$ cat config.mk
export PLATFORM = sky130hd
export DESIGN_NAME = eth_mac_tx_mq
export DESIGN_NICKNAME = d
export VERILOG_FILES = /design/src/rtl/eth_pkg.sv /design/src/rtl/eth_crc32.sv /design/src/rtl/eth_mac_tx_mq.sv
export SDC_FILE = /design/constraint.sdc
export NUM_CORES = 1
export LEC_CHECK = 0
export CAP_MARGIN = 20
export CORE_MARGIN = 4
export CORE_UTILIZATION = 45
export CTS_BUF_LIST = sky130_fd_sc_hd__clkbuf_8 sky130_fd_sc_hd__clkbuf_16
export DETAILED_ROUTE_END_ITERATION = 10
export PLACE_DENSITY = 0.78
export SYNTH_ARGS = -nofsm -noshare
export SYNTH_HDL_FRONTEND = slang
export SYNTH_SLANG_ARGS = --single-unit
$ cat constraint.sdc
create_clock -name clk -period 2.8 [get_ports clk]
set_clock_uncertainty 0.2 [all_clocks]
set_input_delay 0.42 -clock clk [delete_from_list [all_inputs] [get_ports clk]]
set_output_delay 0.42 -clock clk [all_outputs]
set_load 0.01 [all_outputs]
$ cat src/rtl/eth_pkg.sv
// Shared Ethernet definitions: transmit FSM states, error codes, framing
// constants and the byte-wise reflected CRC-32 step.
package eth_pkg;

    typedef enum logic [2:0] {
        ST_IDLE     = 3'd0,
        ST_PREAMBLE = 3'd1,
        ST_SFD      = 3'd2,
        ST_DATA     = 3'd3,
        ST_PAD      = 3'd4,
        ST_FCS      = 3'd5,
        ST_DRAIN    = 3'd6,
        ST_IPG      = 3'd7
    } eth_tx_state_t;

    typedef enum logic [1:0] {
        ERR_OK        = 2'b00,
        ERR_UNDERFLOW = 2'b01,
        ERR_OVERSIZE  = 2'b10
    } eth_err_t;

    localparam logic [7:0]  ETH_PREAMBLE    = 8'h55;
    localparam logic [7:0]  ETH_SFD         = 8'hD5;
    localparam logic [31:0] ETH_CRC_POLY    = 32'hEDB88320;
    localparam logic [31:0] ETH_CRC_RESIDUE = 32'hDEBB20E3;

    function automatic logic [31:0] crc32_byte(input logic [31:0] crc, input logic [7:0] data);
        logic [31:0] c;
        c = crc ^ {24'h000000, data};
        for (int i = 0; i < 8; i++) begin
            if (c[0]) begin
                c = (c >> 1) ^ ETH_CRC_POLY;
            end else begin
                c = (c >> 1);
            end
        end
        return c;
    endfunction

endpackage

$ cat src/rtl/eth_crc32.sv
// Registered byte-wise IEEE 802.3 CRC-32 accumulator (reflected, preset to
// all ones); shared between the transmit framer and the receive checker.
module eth_crc32 (
    input  logic        clk,
    input  logic        rst_n,
    input  logic        init,
    input  logic        en,
    input  logic [7:0]  data,
    output logic [31:0] crc
);
    import eth_pkg::*;

    // CRC register: preset on init, fold in one byte per enabled cycle
    always_ff @(posedge clk or negedge rst_n) begin
        if (!rst_n) begin
            crc <= 32'hFFFFFFFF;
        end else if (init) begin
            crc <= 32'hFFFFFFFF;
        end else if (en) begin
            crc <= crc32_byte(crc, data);
        end
    end

endmodule

$ cat src/rtl/eth_mac_tx_mq.sv
// Multi-queue GMII transmit framer: round-robin queue grant, preamble/SFD,
// payload, zero pad, CRC-32 FCS, inter-packet gap, underflow/oversize abort.
module eth_mac_tx_mq #(
    parameter int NUM_Q     = 4,
    parameter int IPG_BYTES = 12,
    parameter int MIN_BYTES = 60,
    parameter int MAX_BYTES = 1514
) (
    input  logic                 clk,
    input  logic                 rst_n,
    input  logic [NUM_Q*8-1:0]   s_tdata,
    input  logic [NUM_Q-1:0]     s_tvalid,
    input  logic [NUM_Q-1:0]     s_tlast,
    output logic [NUM_Q-1:0]     s_tready,
    input  logic [NUM_Q-1:0]     q_enable,
    output logic [7:0]           gmii_txd,
    output logic                 gmii_tx_en,
    output logic                 gmii_tx_er,
    output logic                 tx_done,
    output logic [((NUM_Q > 1) ? $clog2(NUM_Q) : 1)-1:0] tx_done_q,
    output logic [15:0]          tx_len,
    output logic [1:0]           tx_err_code
);
    import eth_pkg::*;

    localparam int          QW       = (NUM_Q > 1) ? $clog2(NUM_Q) : 1;
    localparam logic [15:0] MIN_W    = 16'(MIN_BYTES);
    localparam logic [15:0] MAX_W    = 16'(MAX_BYTES);
    localparam logic [15:0] IPG_LAST = 16'(IPG_BYTES - 1);

    eth_tx_state_t state_r, state_s;
    eth_err_t      err_r, err_s;
    logic [QW-1:0] grant_r, grant_s, last_grant_r, last_grant_s;
    logic [QW-1:0] pick_s, idx_s, done_q_r, done_q_s;
    logic          pick_found_s;
    logic [NUM_Q-1:0] req_s;
    logic [15:0]   cnt_r, cnt_s, byte_cnt_r, byte_cnt_s, len_r, len_s;
    logic [7:0]    txd_r, txd_s, data_s, fcs_byte_s, crc_data_s;
    logic          tx_en_r, tx_en_s, tx_er_r, tx_er_s, done_r, done_s;
    logic [1:0]    code_r, code_s;
    logic          valid_s, last_s, take_s, crc_init_s, crc_en_s;
    logic [31:0]   crc_s, fcs_word_s;

    eth_crc32 u_crc (
        .clk   (clk),
        .rst_n (rst_n),
        .init  (crc_init_s),
        .en    (crc_en_s),
        .data  (crc_data_s),
        .crc   (crc_s)
    );

    assign take_s = (state_r == ST_DATA) || (state_r == ST_DRAIN);

    // Round-robin search starting one past the last granted queue
    always_comb begin
        req_s        = q_enable & s_tvalid;
        pick_found_s = 1'b0;
        pick_s       = '0;
        idx_s        = '0;
        for (int k = 1; k <= NUM_Q; k++) begin
            idx_s = QW'((int'(last_grant_r) + k) % NUM_Q);
            if (!pick_found_s && req_s[idx_s]) begin
                pick_found_s = 1'b1;
                pick_s       = idx_s;
            end else begin
                pick_found_s = pick_found_s;
            end
        end
    end

    // Select the granted queue's stream and steer its ready
    always_comb begin
        data_s   = 8'h00;
        valid_s  = 1'b0;
        last_s   = 1'b0;
        s_tready = '0;
        for (int i = 0; i < NUM_Q; i++) begin
            if (grant_r == QW'(i)) begin
                data_s      = s_tdata[i*8 +: 8];
                valid_s     = s_tvalid[i];
                last_s      = s_tlast[i];
                s_tready[i] = take_s;
            end else begin
                s_tready[i] = 1'b0;
            end
        end
    end

    // FCS goes out complemented, least significant byte first
    always_comb begin
        fcs_word_s = ~crc_s;
        case (cnt_r[1:0])
            2'd0:    fcs_byte_s = fcs_word_s[7:0];
            2'd1:    fcs_byte_s = fcs_word_s[15:8];
            2'd2:    fcs_byte_s = fcs_word_s[23:16];
            2'd3:    fcs_byte_s = fcs_word_s[31:24];
            default: fcs_byte_s = 8'h00;
        endcase
    end

    // Next-state logic; *_s outputs describe the byte driven next cycle
    always_comb begin
        state_s      = state_r;
        grant_s      = grant_r;
        last_grant_s = last_grant_r;
        cnt_s        = cnt_r;
        byte_cnt_s   = byte_cnt_r;
        err_s        = err_r;
        txd_s        = 8'h00;
        tx_en_s      = 1'b0;
        tx_er_s      = 1'b0;
        done_s       = 1'b0;
        done_q_s     = done_q_r;
        len_s        = len_r;
        code_s       = code_r;
        crc_init_s   = 1'b0;
        crc_en_s     = 1'b0;
        crc_data_s   = 8'h00;
        case (state_r)
            ST_IDLE: begin
                crc_init_s = 1'b1;
                byte_cnt_s = 16'd0;
                err_s      = ERR_OK;
                if (pick_found_s) begin
                    grant_s      = pick_s;
                    last_grant_s = pick_s;
                    cnt_s        = 16'd0;
                    txd_s        = ETH_PREAMBLE;
                    tx_en_s      = 1'b1;
                    state_s      = ST_PREAMBLE;
                end else begin
                    state_s = ST_IDLE;
                end
            end
            ST_PREAMBLE: begin
                txd_s   = ETH_PREAMBLE;
                tx_en_s = 1'b1;
                if (cnt_r == 16'd5) begin
                    cnt_s   = 16'd0;
                    state_s = ST_SFD;
                end else begin
                    cnt_s = cnt_r + 16'd1;
                end
            end
            ST_SFD: begin
                txd_s   = ETH_SFD;
                tx_en_s = 1'b1;
                state_s = ST_DATA;
            end
            ST_DATA: begin
                byte_cnt_s = byte_cnt_r + 16'd1;
                tx_en_s    = 1'b1;
                cnt_s      = 16'd0;
                if (!valid_s) begin
                    tx_er_s = 1'b1;
                    err_s   = ERR_UNDERFLOW;
                    state_s = ST_DRAIN;
                end else if (byte_cnt_r == MAX_W) begin
                    // byte MAX_BYTES+1 is itself replaced by the error marker
                    tx_er_s = 1'b1;
                    err_s   = ERR_OVERSIZE;
                    state_s = last_s ? ST_IPG : ST_DRAIN;
                end else begin
                    txd_s      = data_s;
                    crc_en_s   = 1'b1;
                    crc_data_s = data_s;
                    if (last_s) begin
                        state_s = (byte_cnt_s < MIN_W) ? ST_PAD : ST_FCS;
                    end else begin
                        state_s = ST_DATA;
                    end
                end
            end
            ST_PAD: begin
                tx_en_s    = 1'b1;
                crc_en_s   = 1'b1;
                byte_cnt_s = byte_cnt_r + 16'd1;
                if (byte_cnt_s == MIN_W) begin
                    cnt_s   = 16'd0;
                    state_s = ST_FCS;
                end else begin
                    state_s = ST_PAD;
                end
            end
            ST_FCS: begin
                txd_s   = fcs_byte_s;
                tx_en_s = 1'b1;
                if (cnt_r == 16'd3) begin
                    cnt_s   = 16'd0;
                    state_s = ST_IPG;
                end else begin
                    cnt_s = cnt_r + 16'd1;
                end
            end
            ST_DRAIN: begin
                if (valid_s && last_s) begin
                    cnt_s   = 16'd0;
                    state_s = ST_IPG;
                end else begin
                    state_s = ST_DRAIN;
                end
            end
            ST_IPG: begin
                if (cnt_r == 16'd0) begin
                    done_s   = 1'b1;
                    done_q_s = grant_r;
                    len_s    = byte_cnt_r;
                    code_s   = err_r;
                end else begin
                    done_s = 1'b0;
                end
                if (cnt_r == IPG_LAST) begin
                    cnt_s   = 16'd0;
                    state_s = ST_IDLE;
                end else begin
                    cnt_s = cnt_r + 16'd1;
                end
            end
            default: begin
                state_s = ST_IDLE;
            end
        endcase
    end

    // State, counters and registered GMII/status outputs
    always_ff @(posedge clk or negedge rst_n) begin
        if (!rst_n) begin
            state_r      <= ST_IDLE;
            err_r        <= ERR_OK;
            grant_r      <= '0;
            last_grant_r <= QW'(NUM_Q - 1);
            cnt_r        <= 16'd0;
            byte_cnt_r   <= 16'd0;
            txd_r        <= 8'h00;
            tx_en_r      <= 1'b0;
            tx_er_r      <= 1'b0;
            done_r       <= 1'b0;
            done_q_r     <= '0;
            len_r        <= 16'd0;
            code_r       <= 2'b00;
        end else begin
            state_r      <= state_s;
            err_r        <= err_s;
            grant_r      <= grant_s;
            last_grant_r <= last_grant_s;
            cnt_r        <= cnt_s;
            byte_cnt_r   <= byte_cnt_s;
            txd_r        <= txd_s;
            tx_en_r      <= tx_en_s;
            tx_er_r      <= tx_er_s;
            done_r       <= done_s;
            done_q_r     <= done_q_s;
            len_r        <= len_s;
            code_r       <= code_s;
        end
    end

    assign gmii_txd    = txd_r;
    assign gmii_tx_en  = tx_en_r;
    assign gmii_tx_er  = tx_er_r;
    assign tx_done     = done_r;
    assign tx_done_q   = done_q_r;
    assign tx_len      = len_r;
    assign tx_err_code = code_r;

endmodule

==> impl_metrics.toml <==
[timing]
drv_slew = 0
hold_viol = 0
worstMarginPinSlew_ns = 0.8730
worst_slack_ns = -0.1405
rsz0062_at_grt = "true"
slew_headroom_pct = 41.58
period_share_pct = 105.0
layout_min_cycle_time_ns = 2.940
fmax_mhz = 340.1
setup_tns_ns = -0.8536
setup_viol = 14

[floorplan]
start_util_pct = 46.44
die_y_um = 128.2
num_rows = 43
ios = 81
die_w_um = 128.2
die_area_sq_um = 16420
coreArea_sq_um = 13990

[cells_and_area]
antennaDiodeCount = 0
n_fill_cell = 1043
fin_cells = 1002
area_growth_pct = 35.73
fin_util_pct = 63.03
nNetsFinal = 871
final_area_sq_um = 8817
layout-drive-gt1-share_pct = 29.44

[synth]
ys.flop_type = "dfrtp_1"
yosysTopAreaCell = "dfrtp_1"
synth_seq_cells = 104
synth_area_sq_um = 6496
syn_area_per_cell_sq_um = 9.933
yosys_warnings = 0
synth.area.top_cells = "dfrtp_1, dfstp_2, xnor2_1, xnor3_1, mux2_2"
syn_nets = 708
synth.distinct_cells = 65
yosysTopAreaCellShare_pct = 26.96
syn_inst = 654
synth-edff-count = 0
seq_area_frac_synth_pct = 40.72
synthArstFlopShare_pct = 100.0

[worst_setup_path]
worstSetupEndpointType = "register"
required_ns = 2.88
path_cells = "buf_12 -> mux4_2 -> nand4_1 -> xor2_2 -> buf_6 -> xnor3_2 -> xnor3_1 -> o22a_1"
worstPathMaxFanout = 9
critPathMaxStageDelay_ns = 0.59
arrival_ns = 3.02
cp-start-kind = "register"
cp_top_family = "XOR/XNOR gates"
critPathBufInv = 2
critPathKind = "register to register"
crit_slowest_cell = "mux4_2"

[clock_tree]
clock_latency_ns = 0.36
cts_root_buf = "clkbuf_16"
cts_buffers = 9
tritoncts = "built"
clock_path_buffers = 2
clk_pin_slew_ns = 0.07
cts.sinks = 104
htreeDepth = 3

[routing]
drt-met1-wl_mm = 7.759
wirelength_mm = 19.11
drtAntennaViolNets = 0
routed.top_layer = "met4"
drt_iter0_drc = 595
route.detailed.drc = 0
route.vias.total = 5980
dr.pass1.iters = 5
wl_per_cell_um = 19.08
routed-wl-met3_mm = 1.517
viasPerCell = 5.968
dr_wl_met2_mm = 9.247

[job]
timing.max_cap.violations = 0

[outcome]
outcome = "complete, but fails checks"
violations = "setup timing"

[power]
p_per_area_nw_per_um2 = 360.7
p_leak_nw = 3.885
ir_drop_uv = 297.1
finalPower_mw = 3.181

[global_route]
grt_pass1_wl_mm = 29.94
grt_max_degree = 47
grt_use_total_pct = 22.67
grt_pass1_vias = 5941
antenna_found_initial = 0
grt_overflow = 0

[placed_design]
placedCellCount = 955
gp_congestion = 0.9099
dp.final_hpwl_mm = 12.55
io_buffers = 80
dpl-instance-area_sq_um = 8028

[worst_hold_path]
worstHoldPathType = "register to register"
final cells by class:
class | count | area, sq um | area share, %
Clock buffer | 10 | 239.0 | 2.710
Timing Repair Buffer | 193 | 1743 | 19.77
Clock inverter | 6 | 90.09 | 1.022
Inverter | 14 | 52.55 | 0.5960
Tap cell | 180 | 225.2 | 2.554
Multi-Input combinational cell | 495 | 3822 | 43.35
Sequential cell | 104 | 2645 | 30.00
power by group:
group | internal, mW | switching [mW]
combinational | 0.145 | 0.112
clock | 0.812 | 0.592
sequential | 1.51 | 0.00974
cells by family (layout without fill, tap and decap cells):
logic type	count (synthesis)	after routing	synth area share (%)
buffers and inverters	55	223	3.621
multiplexers	32	32	7.242
AO/OA/AOI/OAI	149	149	14.52
XOR/XNOR	80	80	14.91
flip-flops	104	104	40.72
AND/OR/NAND/NOR	226	226	17.45
adder cells (fa/ha/maj)	8	8	1.541
placed cells by master, fill, tap and decap left out, drive strengths merged, types with 3 or more instances in the layout:
cell / netlist / layout
inv: 13 / 14
nand4: 19 / 19
clkdlybuf4s50: 0 / 79
nand2: 56 / 56
o21bai: 3 / 3
o211ai: 6 / 6
nor2: 57 / 57
nor3: 12 / 12
ha: 8 / 8
xnor2: 40 / 40
a31oi: 4 / 4
nand2b: 12 / 12
o22a: 4 / 4
a211o: 8 / 8
mux4: 10 / 10
xnor3: 12 / 12
dfstp: 34 / 34
and2: 5 / 5
a22o: 3 / 3
clkbuf: 26 / 10
a21o: 3 / 3
xor2: 27 / 27
buf: 15 / 113
o221ai: 10 / 10
or3: 5 / 5
mux2: 20 / 20
nor4: 12 / 12
o21a: 4 / 4
a211oi: 3 / 3
a21oi: 43 / 43
nand3: 22 / 22
or2: 3 / 3
clkinv: 1 / 3
o21ai: 45 / 45
and4: 4 / 4
dfrtp: 70 / 70
nor2b: 4 / 4
and3: 9 / 9
path summary, 6_finish.rpt:
kind | startpoint | end | slack [ns] | cells past startpoint
worst min-delay path | last_grant_r[1] | last_grant_r[1] | 0.30 | 2
min in group asynchronous | rst_n | tx_len[6] | 0.43 | 2
worst max register to register | grant_r[0] | u_crc.crc[23] | -0.14 | 8
max in group asynchronous | rst_n | u_crc.crc[4] | 1.25 | 3
worst min register to register | last_grant_r[1] | last_grant_r[1] | 0.30 | 2
worst max-delay path | grant_r[0] | u_crc.crc[23] | -0.14 | 8
flip-flops by register name, summed over array words and instances, names as in the netlist, 2 cells and up:
register	cells
byte_cnt_r	16
cnt_r	16
err_r	2
gmii_txd	8
grant_r	2
last_grant_r	2
state_r	3
tx_done_q	2
tx_err_code	2
tx_len	16
u_crc.crc	32
cells in the mapped netlist, drive strengths merged, types with 2 or more instances:
| cell type | instances |
|---|---|
| a211o | 8 |
| a211oi | 3 |
| a21o | 3 |
| a21oi | 43 |
| a22o | 3 |
| a31oi | 4 |
| and2 | 5 |
| and3 | 9 |
| and4 | 4 |
| buf | 15 |
| clkbuf | 26 |
| dfrtp | 70 |
| dfstp | 34 |
| ha | 8 |
| inv | 13 |
| mux2 | 20 |
| mux2i | 2 |
| mux4 | 10 |
| nand2 | 56 |
| nand2b | 12 |
| nand3 | 22 |
| nand3b | 2 |
| nand4 | 19 |
| nor2 | 57 |
| nor2b | 4 |
| nor3 | 12 |
| nor3b | 2 |
| nor4 | 12 |
| o211ai | 6 |
| o21a | 4 |
| o21ai | 45 |
| o21bai | 3 |
| o221a | 2 |
| o221ai | 10 |
| o22a | 4 |
| o311ai | 2 |
| o41ai | 2 |
| or2 | 3 |
| or3 | 5 |
| xnor2 | 40 |
| xnor3 | 12 |
| xor2 | 27 |
through the flow:
step                hold slack (ns)  setup WS (ns)
finish                       0.2993        -0.1405
floorplan                  -0.07559        0.03173
global placement             0.2565        -0.2614
global route                 0.3182        -0.1734
CTS                          0.3002       -0.01054
detailed placement           0.2643        -0.3962
worst reg2reg max path, cell delays in order, from the launching register on:
cell,delay (ns)
dfrtp_1,0.38
buf_12,0.14
mux4_2,0.60
nand4_1,0.27
xor2_2,0.21
buf_6,0.16
xnor3_2,0.50
xnor3_1,0.22
o22a_1,0.19
routing by layer:
layer | up-vias | global-route usage [%]
met5 | - | 0
met4 | 0 | 8.177
met3 | 62 | 4.625
met2 | 343 | 36.14
met1 | 2914 | 30.77
li1 | 2661 | -
timing repair:
action | in CTS | in global routing
hold buffers | 1 | 0
endpoints found under the hold margin | 42 | 0
buffers inserted | 21 | 9
gates cloned | 0 | 0
resized for setup | 11 | 29
endpoints found under the setup margin | 16 | 44
pin swaps | 8 | 7
Power figures use the tool's default switching activity.
